--- config.mk ---
export PLATFORM = sky130hd
export DESIGN_NAME = fft_iter_addr_gen
export DESIGN_NICKNAME = d
export VERILOG_FILES = /design/src/rtl/fft_iter_addr_gen.sv
export SDC_FILE = /design/constraint.sdc
export NUM_CORES = 1
export LEC_CHECK = 0
export ABC_AREA = 1
export CAP_MARGIN = 20
export CORE_ASPECT_RATIO = 0.9
export CORE_MARGIN = 5
export CORE_UTILIZATION = 45
export DETAILED_ROUTE_END_ITERATION = 10
export GPL_ROUTABILITY_DRIVEN = 0
export GPL_TIMING_DRIVEN = 0
export HOLD_SLACK_MARGIN = 0.12
export PLACE_DENSITY = 0.77
export SETUP_SLACK_MARGIN = 0.1
export SYNTH_ARGS = -nofsm -noshare
export SYNTH_HDL_FRONTEND = slang
export SYNTH_SLANG_ARGS = --single-unit
--- constraint.sdc ---
create_clock -name CLK -period 3.5 [get_ports CLK]
set_input_delay 0.7 -clock CLK [delete_from_list [all_inputs] [get_ports CLK]]
set_output_delay 0.7 -clock CLK [all_outputs]
set_load 0.005 [all_outputs]
--- src/rtl/fft_iter_addr_gen.sv ---
// Butterfly pair / twiddle / write-back address generator for the iterative radix-2 FFT.
// Optional macro FFT_ADDR_BITREV_OUT_EN: bit-reversed write-back in the final stage.
module fft_iter_addr_gen #(
    parameter int LAYERS      = 5,
    parameter int BUTTERFLYES = 16,
    parameter int LayWL       = 3,
    parameter int ButtWL      = 4
) (
    input  logic              CLK,
    input  logic              RST,
    input  logic              EN,
    input  logic              ADDR_RST,
    input  logic              ADDR_EN,
    input  logic              LAY_EN,
    input  logic              RAM_EN_R,
    input  logic              LAST_LAY,
    output logic [ButtWL:0]   ADDR_A,
    output logic [ButtWL:0]   ADDR_B,
    output logic [ButtWL-1:0] TW_ADDR,
    output logic [ButtWL:0]   WR_ADDR_A,
    output logic [ButtWL:0]   WR_ADDR_B,
    output logic [LayWL-1:0]  LAYER,
    output logic              DONE,
    output logic              SEQ_ERR
);

    localparam int AddrWL = ButtWL + 1;

    logic [ButtWL-1:0] butt_q, butt_d;
    logic [LayWL-1:0]  lay_q, lay_d;
    logic [AddrWL-1:0] wr_a_q, wr_a_d;
    logic [AddrWL-1:0] wr_b_q, wr_b_d;
    logic              done_q, done_d;
    logic              seq_err_q, seq_err_d;

    logic [AddrWL-1:0] low_mask, butt_ext, addr_a, addr_b;
    logic [AddrWL-1:0] cap_a, cap_b;
    logic [LayWL:0]    lay_p1;
    logic [LayWL-1:0]  tw_shift;
    logic [ButtWL-1:0] tw_addr;
    logic              butt_last, lay_last;

    // Insert a zero at bit position lay into the butterfly index; partner is 2**lay above.
    always_comb begin
        butt_ext = AddrWL'(butt_q);
        low_mask = (AddrWL'(1) << lay_q) - AddrWL'(1);
        lay_p1   = {1'b0, lay_q} + (LayWL + 1)'(1);
        addr_a   = ((butt_ext >> lay_q) << lay_p1) | (butt_ext & low_mask);
        addr_b   = addr_a + (AddrWL'(1) << lay_q);
        tw_shift = LayWL'(LAYERS - 1) - lay_q;
        tw_addr  = (butt_q & low_mask[ButtWL-1:0]) << tw_shift;
    end

    assign butt_last = (butt_q == ButtWL'(BUTTERFLYES - 1));
    assign lay_last  = (lay_q == LayWL'(LAYERS - 1));

`ifdef FFT_ADDR_BITREV_OUT_EN
    always_comb begin
        cap_a = addr_a;
        cap_b = addr_b;
        if (LAST_LAY) begin
            for (int unsigned i = 0; i < AddrWL; i++) begin
                cap_a[i] = addr_a[AddrWL-1-i];
                cap_b[i] = addr_b[AddrWL-1-i];
            end
        end
    end
`else
    always_comb begin
        cap_a = addr_a;
        cap_b = addr_b;
    end
`endif

    always_comb begin
        butt_d    = butt_q;
        lay_d     = lay_q;
        wr_a_d    = wr_a_q;
        wr_b_d    = wr_b_q;
        done_d    = done_q;
        seq_err_d = seq_err_q;
        if (EN) begin
            if (ADDR_RST) begin
                butt_d    = '0;
                lay_d     = '0;
                wr_a_d    = '0;
                wr_b_d    = '0;
                done_d    = 1'b0;
                seq_err_d = 1'b0;
            end else begin
                done_d = 1'b0;
                if (RAM_EN_R) begin
                    wr_a_d = cap_a;
                    wr_b_d = cap_b;
                end
                if (ADDR_EN) begin
                    if (!butt_last) begin
                        butt_d = butt_q + ButtWL'(1);
                    end else if (!lay_last) begin
                        butt_d = '0;
                        lay_d  = lay_q + LayWL'(1);
                    end else begin
                        butt_d = '0;
                        lay_d  = '0;
                        done_d = 1'b1;
                    end
                end
                if ((LAY_EN && (!ADDR_EN || !butt_last)) ||
                    (LAST_LAY && RAM_EN_R && !lay_last)) begin
                    seq_err_d = 1'b1;
                end
            end
        end
    end

    always_ff @(posedge CLK or negedge RST) begin
        if (!RST) begin
            butt_q    <= '0;
            lay_q     <= '0;
            wr_a_q    <= '0;
            wr_b_q    <= '0;
            done_q    <= 1'b0;
            seq_err_q <= 1'b0;
        end else begin
            butt_q    <= butt_d;
            lay_q     <= lay_d;
            wr_a_q    <= wr_a_d;
            wr_b_q    <= wr_b_d;
            done_q    <= done_d;
            seq_err_q <= seq_err_d;
        end
    end

    assign ADDR_A    = addr_a;
    assign ADDR_B    = addr_b;
    assign TW_ADDR   = tw_addr;
    assign LAYER     = lay_q;
    assign WR_ADDR_A = wr_a_q;
    assign WR_ADDR_B = wr_b_q;
    assign DONE      = done_q;
    assign SEQ_ERR   = seq_err_q;

endmodule

### Word level (Yosys, flattened, before mapping)

Index checks and enable logic that the tools add are counted.

| word-level totals | value |
|---|---|
| flip-flop bits (word level) | 19 |
| bits of input ports | 8 |
| output and inout bits | 29 |
| logic and storage cells | 54 |

| cells by class | value |
|---|---|
| add/subtract/negate cells | 6 |
| equality and inequality tests | 2 |
| shift-type cells | 4 |
| multiplexer cells | 17 |
| bitwise logic cells | 3 |
| reductions and logical operators | 16 |

Operators by type and width:

| kind | number |
|---|---|
| $mux 5 | 4 |
| $mux 3 | 4 |
| $mux 4 | 3 |
| $reduce_bool 2->1 | 4 |
| $mux 1 | 6 |
| $reduce_and 2->1 | 3 |
| $add 5x5->5 | 1 |
| $and 4x5->5 | 1 |
| $or 5x5->5 | 1 |
| $shl 1x3->5 const A | 1 |
| $shl 5x4->5 | 1 |
| $shr 4x3->5 | 1 |
| $sub 5x2->5 const B | 1 |
| $add 3x1->4 const B | 1 |
| $add 4x1->4 const B | 1 |
| $and 4x4->4 | 1 |
| $eq 4x4->1 const B | 1 |
| $shl 4x3->4 | 1 |
| $add 3x1->3 const B | 1 |
| $eq 3x3->1 const B | 1 |
| $logic_and 1x1->1 | 3 |
| $logic_not 1->1 | 3 |
| $reduce_and 3->1 | 1 |
| $sub 3x3->3 const A | 1 |
| $logic_or 1x1->1 | 2 |

### Logic depth before layout (Yosys ltp)

| depth | value |
|---|---|
| depth after elaboration | 7 |
| depth in mapped cells | 19 |
| depth with buffers taken out | 18 |

### Least setup slack after synthesis

Ideal clock, no wire load.

| path | value |
|---|---|
| path type | register to output |
| start point | register lay_q[0] (netlist: LAYER[0]) |
| end point | output port ADDR_B[4] |
| arrival time | 2.807 ns |
| required time | 2.800 ns |
| slack | -0.007 ns |
| cell stages (with the launch flop) | 20 |
| buffers on the path | 1 |
| path through | dfrtp_1 > inv_2 > buf_2 > ha_1 > ha_1 > inv_1 > ha_1 > nor2_1 > inv_1 > o21ai_4 > inv_2 > fa_1 > nand3b_1 > nand2_1 > nand2_1 > nand2_1 > inv_1 > nand3_1 > nand2_1 > inv_1 |

| on the way | value |
|---|---|
| cells in the longest elaborated chain, start to end | 5 |
| elaborated cells between the ends (all ways) | 8 |
| those cells by class | add/sub: 3; shift: 3; bitwise: 2 |

RTL lines:

| what | RTL line | source |
|---|---|---|
| start, declared | 30 | `logic [LayWL-1:0] lay_q, lay_d;` |
| start signal, assigned | 126 | `lay_q <= lay_d;` |
| $shl 1x3->5 | 46 | `low_mask = (AddrWL'(1) << lay_q) - AddrWL'(1);` |
| $sub 5x2->5 | 46 |  |
| $and 4x5->5 | 48 | `addr_a = ((butt_ext >> lay_q) << lay_p1) \| (butt_ext & low_mask);` |
| $or 5x5->5 * | 48 |  |
| named net ADDR_A[1] | 17 | `output logic [ButtWL:0] ADDR_A,` |
| $add 5x5->5 * | 49 | `addr_b = addr_a + (AddrWL'(1) << lay_q);` |
| end, declared | 18 | `output logic [ButtWL:0] ADDR_B,` |

Mark *: on every way through the listed nets, which the timed path passes. The rest lies on a longest branch.

### Final worst setup path

| path | value |
|---|---|
| start point | register lay_q[0] (netlist: LAYER[0]) |
| end point | output port ADDR_B[4] |

| on the way | value |
|---|---|
| cells in the longest elaborated chain, start to end | 5 |
| elaborated cells between the ends (all ways) | 8 |
| those cells by class | add/sub: 3; shift: 3; bitwise: 2 |

RTL lines:

| what | RTL line |
|---|---|
| $shl 1x3->5 | 46, 49 |
| $sub 5x2->5 | 46 |
| $and 4x5->5 | 48 |
| $or 5x5->5 | 48 |
| $add 5x5->5 * | 49 |

Mark *: on every way between the ends. The rest lies on a longest branch, timed or not.

==> key figures <==
Die
  • Number of core rows: 20
  • Core area: between 0.003 and 0.004 sq mm
  • Die height: approximately 65 um
  • DIE AREA: approximately 0.0046 sq mm
  • Initial Util: 0.4568
  • IO Count: 37
  • Die width: just over 70 um

Placed design
  • Number of port buffers: 36
  • Cell Area, Placed: approximately 0.0019 sq mm
  • Setup WS pre-CTS: -559.3 ps
  • Hpwl dp: 2812 um
  • Placed insts: approximately 280

Synthesis
  • Largest family of logic cells by synthesized area: simple AND/OR/NAND/NOR gates
  • Syn Area/Cell: slightly below 8 sq um
  • Post-Synth Simple-Gate Area: 0.3004
  • Yosys warnings: 0
  • Synthesized area: around 0.0015 sq mm
  • Largest cells by area after synthesis: dfrtp_1 31%, ha_1 11%, nand2_1 9.4%
  • Library cells used by synthesis: 31
  • Post-Synthesis Net Count: about 220
  • Synth Area in Adders: 0.1202
  • Multiplexer share of the synthesized area: 0
  • Synth Instances: 195
  • Complex-gate fraction of the synthesized area: 0.1547
  • Top-area cell type share of the netlist area: 0.3128
  • #FFs+latches synth: 19
  • Synth area leader: dfrtp_1
  • Register area share after synthesis: 0.3128
  • Synth Area in XOR/XNOR: 0.01728

Worst setup path
  • Startpoint types: flip-flop
  • Endpoint of the worst-slack reg-to-reg timing path: WR_ADDR_B[4]$_DFFE_PN0P_
  • Reg-to-reg critical path startpoint: LAYER[0]$_DFFE_PN0P_
  • Crit Path Max Fanout: 10
  • Setup crit end kind: primary output
  • CP required: 2800 ps
  • Max incr delay on CP: between 400 and 500 ps
  • Crit path kind: flip-flop to primary output
  • R2r setup slk: ~570 ps
  • Most common cell type on the critical path: nand2_1
  • Worst Path Arrival: 2940 ps
  • Critical-path cell list: buf_4 -> buf_6 -> nand3_1 -> nand2_2 -> nor2_4 -> buf_4 -> a21oi_1 -> o21ai_2 -> ha_1 -> a21oi_1 -> nand2_1 -> nand2_1 -> nand2_2 -> inv_2 -> nand3_2 -> nand2_1 -> inv_1 -> buf_2
  • Reg2reg path depth: 19
  • CP max-delay cell: dfrtp_2

Power and ir drop
  • P per Cell Area: about 630 mW/mm^2
  • Total power: around 1.5 mW
  • Cell leakage power: 1.179 nW
  • Peak VDD IR: about 0.24 mV

CTS
  • CTS clk-pin slew, worst paths: about 80 ps
  • Worst skew pair latency: approximately 260 ps
  • CTS tree: done
  • Clk buf depth: 2
  • Clock Sinks: 19
  • H-tree levels: 1
  • Number of buffers created by CTS: 3
  • Clock root cell: clkbuf_8
  • Hold-fix buffer count after cts: 0

STA
  • Hold Slack: around 500 ps
  • FMAX: roughly 0.27 GHz
  • Total negative slack: -136.4 ps
  • Slew @ Worst Pin: 889.4 ps
  • Final period util: 1.039
  • Slew Viols, Final: 0
  • Final WS setup: -136.4 ps
  • Slew headroom: 0.4052
  • Final setup violation count: 1
  • Clk_skew: roughly 3.1 ps
  • RSZ-0062 raised after global routing: yes
  • Final Hold Viols: 0
  • Min Clock Period, post-route: around 3600 ps

Detailed routing
  • Drt wl/cell: between 15 and 20 um
  • Drt pass-1 iters: 4
  • Drt drc: 0
  • Post-route ant nets: 0
  • Routed vias/inst: 5.319
  • DR iter-0 viols: 83
  • Total Routed Length: a little under 5000 um
  • Total number of vias: between 1,500 and 2,000

Global routing
  • First-pass GRT wire length: 6955 um
  • Global route hottest layer: met2
  • Gr ovfl total: 0
  • Met1 GRT Util: 0.2418
  • Number of antenna violations at the first check in global routing: 0
  • Vias in the first global route: about 1,600
  • All-layer global routing usage: 0.1873
  • GR Layer Usage met3: 0.03364
  • Pin count of the biggest net entering global routing: 20
  • Met2 Use GR: 0.3291

Cells and area
  • Antenna diodes: 0
  • # nets final: 286
  • Final Cell Area: ~0.0024 sq mm
  • Non-filler cells in the finished layout: between 300 and 400
  • Share of layout cells above drive strength 1: 0.3764
  • Fill cells: approximately 240
  • Register area: roughly 480 sq um
  • Multi-input gate area: 0.001070 sq mm
  • Syn-to-layout area delta: 57.78%
  • Final core utilization: 0.7207

Min path
  • Worst Hold Class: flip-flop to flip-flop
  • Min-Delay Endpoint: WR_ADDR_B[4]$_DFFE_PN0P_
  • Hold Crit Depth: 2
  • Hold_sp: WR_ADDR_B[4]$_DFFE_PN0P_

Status
  • Failing checks: negative setup slack
  • Outcome: finished, violations left

Run
  • Max-cap violations: 0
layout make-up:
class,instances,share of cell area
Multi-Input combinational cell,140,0.4460
Inverter,34,0.05582
Timing Repair Buffer,64,0.2467
Buffer,2,0.009390
Tap cell,44,0.02295
Sequential cell,19,0.1998
Clock inverter,1,0.002087
Clock buffer,3,0.01721
flip-flops by register name (all words and copies together) (netlist names):
register / count
butt_q: 4
WR_ADDR_A: 5
DONE: 1
WR_ADDR_B: 5
LAYER: 3
SEQ_ERR: 1
per-layer routing:
metal	wire length, um	share of wire
met1	1989	0.40
met3	329	0.067
met5	0	0
met2	2488	0.50
met4	131	0.027
synthesized netlist by cell type:
cell type / count
nor3_1: 2
nand2_4: 1
xnor2_1: 1
o21ai_1: 1
a31oi_1: 2
nand3b_1: 1
nand3_1: 17
buf_6: 1
a21oi_4: 1
dfrtp_1: 19
a22o_1: 4
inv_2: 6
xor2_1: 2
nand2_2: 10
buf_2: 1
fa_1: 1
nor2_4: 2
nand2_1: 38
o21bai_1: 1
o211ai_2: 1
ha_1: 13
nor2_1: 9
a21oi_1: 5
o221a_2: 1
o21ai_0: 11
o21ai_2: 3
o22ai_1: 2
o21ai_4: 1
nand3_2: 5
nor2_2: 5
inv_1: 28
cells in the final DEF (no fill, tap or decap), types with 2 or more instances in the layout:
| cell | instances |
|---|---|
| inv_1 | 22 |
| nand3_1 | 14 |
| ha_4 | 7 |
| dfrtp_2 | 3 |
| nand3_2 | 8 |
| buf_4 | 26 |
| nand2_1 | 35 |
| nand2_4 | 3 |
| xor2_1 | 2 |
| nor3_1 | 2 |
| ha_1 | 6 |
| a21oi_1 | 5 |
| clkdlybuf4s50_1 | 29 |
| nand2_2 | 11 |
| o21ai_2 | 3 |
| o21ai_4 | 2 |
| nor2_1 | 6 |
| inv_2 | 10 |
| buf_12 | 2 |
| clkbuf_8 | 3 |
| o22ai_1 | 2 |
| a22o_1 | 4 |
| buf_6 | 2 |
| dlygate4sd2_1 | 3 |
| dlymetal6s2s_1 | 2 |
| nor2_4 | 6 |
| nor2_2 | 4 |
| dfrtp_1 | 16 |
| o21ai_0 | 10 |
| a31oi_1 | 2 |
how the worst max path moves through the flow:
stage	start	endpoint	slack (ps)	depth (start not counted)
floorplan	LAYER[0]$_DFFE_PN0P_	ADDR_B[4]	130	19
global placement	LAYER[0]$_DFFE_PN0P_	ADDR_B[4]	-530	18
detailed placement	LAYER[0]$_DFFE_PN0P_	ADDR_B[4]	-560	20
CTS	LAYER[0]$_DFFE_PN0P_	ADDR_B[4]	-40	18
global route	LAYER[0]$_DFFE_PN0P_	ADDR_B[4]	-290	18
finish	LAYER[0]$_DFFE_PN0P_	ADDR_B[4]	-140	18
what timing repair did:
| item | in CTS | in global routing |
|---|---|---|
| setup endpoints to repair | 6 | 8 |
| pin swaps | 16 | 13 |
| buffers inserted | 20 | 9 |
| gates resized for setup | 32 | 17 |
power by group:
| part | switching, mW | total (mW) | internal, mW |
|---|---|---|---|
| combinational | 0.524 | 1.07 | 0.545 |
| sequential | 0.0313 | 0.285 | 0.254 |
| clock | 0.0828 | 0.162 | 0.0793 |
| total | 0.638 | 1.52 | 0.879 |
kinds of logic after synthesis:
family,Yosys count
adders and majority gates,14
xor gates and xnor gates,3
AOI/OAI and AO/OA,33
DFF,19
and+or+nand+nor,90
buffers and inverters,36
critical path: cells and delay by family, from the launching register on:
family / cells / cell delay [ps]
compound gates: 3 / 540
fa+ha+maj: 1 / 350
buf+inv: 6 / 630
flops: 1 / 430
simple gates: 8 / 700
No activity file was read; power rests on OpenSTA's default activity.
==> patch (same settings) <==
Set the parameter `ButtWL` to 5 (it was 4).
--- a/src/rtl/fft_iter_addr_gen.sv
+++ b/src/rtl/fft_iter_addr_gen.sv
@@ -4,7 +4,7 @@
     parameter int LAYERS      = 5,
     parameter int BUTTERFLYES = 16,
     parameter int LayWL       = 3,
-    parameter int ButtWL      = 4
+    parameter int ButtWL      = 5
 ) (
     input  logic              CLK,
     input  logic              RST,
Ports: changed (5 resized); port bits go from 37 to 42. The function was not compared with the original's and may differ.
==> patch against the unedited design <==
  * Global-route usage up 3.6 points
  * Sequential power increased by 15%
  * Register-to-register slack improved by 30 ps
  * Die area rose by 14%
  * Worst setup slack worse by 47 ps
  * Wire length rose by 45%
  * The flow still finishes with violations (setup timing)
  * Non-clock buffer count is 27 higher
  * Synthesized area is 17% higher
  * Total power is 46% higher
  * First-iteration DRC count grew 94%
  * Sequential cell count increased by 3
  * Cell count rose by 24%
  * Sequential share of layout area fell by 1.8 points
  * Highest routed layer unchanged
  * Final area is 26% higher
==> patch: results (changes against the unedited design) <==
* Status: complete, but fails checks (unchanged)
* Violated checks: setup timing (unchanged)
* Crit path largest cell delay at 410 ps (was 430 ps)
* Nets at 357 (was 286)
* IO buf count at 41 (was 36)
* Cell Area, Placed at 2240 sq um (was 1950 sq um)
* Placed Cells at 330 (was 275)
* Critical Path Fanout Max at 4 (was 10)
* Largest net degree at the start of global routing at 23 (was 20)
* Syn nets at 265 (was 217)
* Setup slack after layout at -183 ps (was -136 ps)
* Post-Syn Instances at 243 (was 195)
* List of most frequent post-synthesis cells: nand2_1, inv_1, dfrtp_1, nand3_1 (was nand2_1, inv_1, dfrtp_1, nand3_1, ha_1)
* Filler cell count at 222 (was 244)
* Final setup viols at 2 (was 1)
* Detailed Place HPWL at 3.61 mm (was 2.81 mm)
* Library cells used by synthesis at 33 (was 31)
* Vias in the first global route at 2,046 (was 1,559)
* Peak VDD IR at 0.339 mV (was 0.242 mV)
* CP max-delay cell: dfrtp_1 (was dfrtp_2)
* Compound-Gate Fraction of Synth Area at 15.4% (was 15.5%)
* GRT Overall Usage at 22.4% (was 18.7%)
* Int Pwr at 0.00129 W (was 0.000879 W)
* Wirelength, routed at 7.16 mm (was 4.94 mm)
* Non-filler cells, final at 380 (was 307)
* Pleak at 1.44 nW (was 1.18 nW)
* Post-synthesis xor/xnor area fraction at 1.48% (was 1.73%)
* Mux share of post-synthesis cell area at 0.564% (was 0%)
* Initial detailed-routing violation count at 161 (was 83)
* Crit path DAT at 2980 ps (was 2940 ps)
* Seq power at 0.000328 W (was 0.000285 W)
* Comb pwr share at 74.1% (was 70.5%)
* Slew @ Worst Pin at 390 ps (was 889 ps)
* Setup skew after layout at 3.84 ps (was 3.14 ps)
* First-pass GRT wire length at 9.75 mm (was 6.96 mm)
## patch: through the flow
step | hold slack [ps] | util (%) | setup WS [ps] | power [W] | setup TNS (ps)
2_1_floorplan | 404 | - | 160 | 0.000860 | 0
5_1_grt | 502 | 80.6 | -307 | 0.00234 | -761
3_3_place_gp | 465 | 59.7 | -656 | 0.00128 | -2750
3_5_place_dp | 471 | 59.7 | -686 | 0.00129 | -2760
6_report | 496 | 80.6 | -183 | 0.00221 | -228
4_1_cts | 492 | 73.0 | -13.9 | 0.00186 | -13.9
## patch: worst paths after layout
kind                         startpoint      endpoint  slack, ps  cells after the start
min reg2reg                WR_ADDR_A[1]  WR_ADDR_A[1]        500                      2
min                        WR_ADDR_A[1]  WR_ADDR_A[1]        500                      2
max                            LAYER[0]     ADDR_B[5]       -180                     20
min in group asynchronous           RST  WR_ADDR_A[5]        610                      1
max reg2reg                    LAYER[0]  WR_ADDR_B[5]        600                     23
max in group asynchronous           RST      LAYER[1]       2510                      2
## patch: repair_timing
item,in CTS,in global routing
pin swaps,22,21
setup endpoints to repair,11,7
resized for setup,62,40
buffers inserted,31,14
## patch: layer usage
layer / wire length [microns] / vias up / track usage, %
met2: 3410 / 176 / 40.2
met3: 703 / 46 / 4.81
met1: 2650 / 1027 / 25.9
met5: 0 / - / 0
li1: - / 997 / -
met4: 388 / 0 / 7.96
## patch: layout make-up
| class | instances | share of cell area (%) |
|---|---|---|
| repair buffers | 87 | 25.1 |
| flip-flops and latches | 22 | 18.2 |
| multi-input cells | 181 | 45.8 |
| inverters | 34 | 4.55 |
| well taps | 46 | 1.90 |
| clock inverters | 1 | 0.992 |
| plain buffers | 6 | 2.07 |
| clock buffers | 3 | 1.36 |
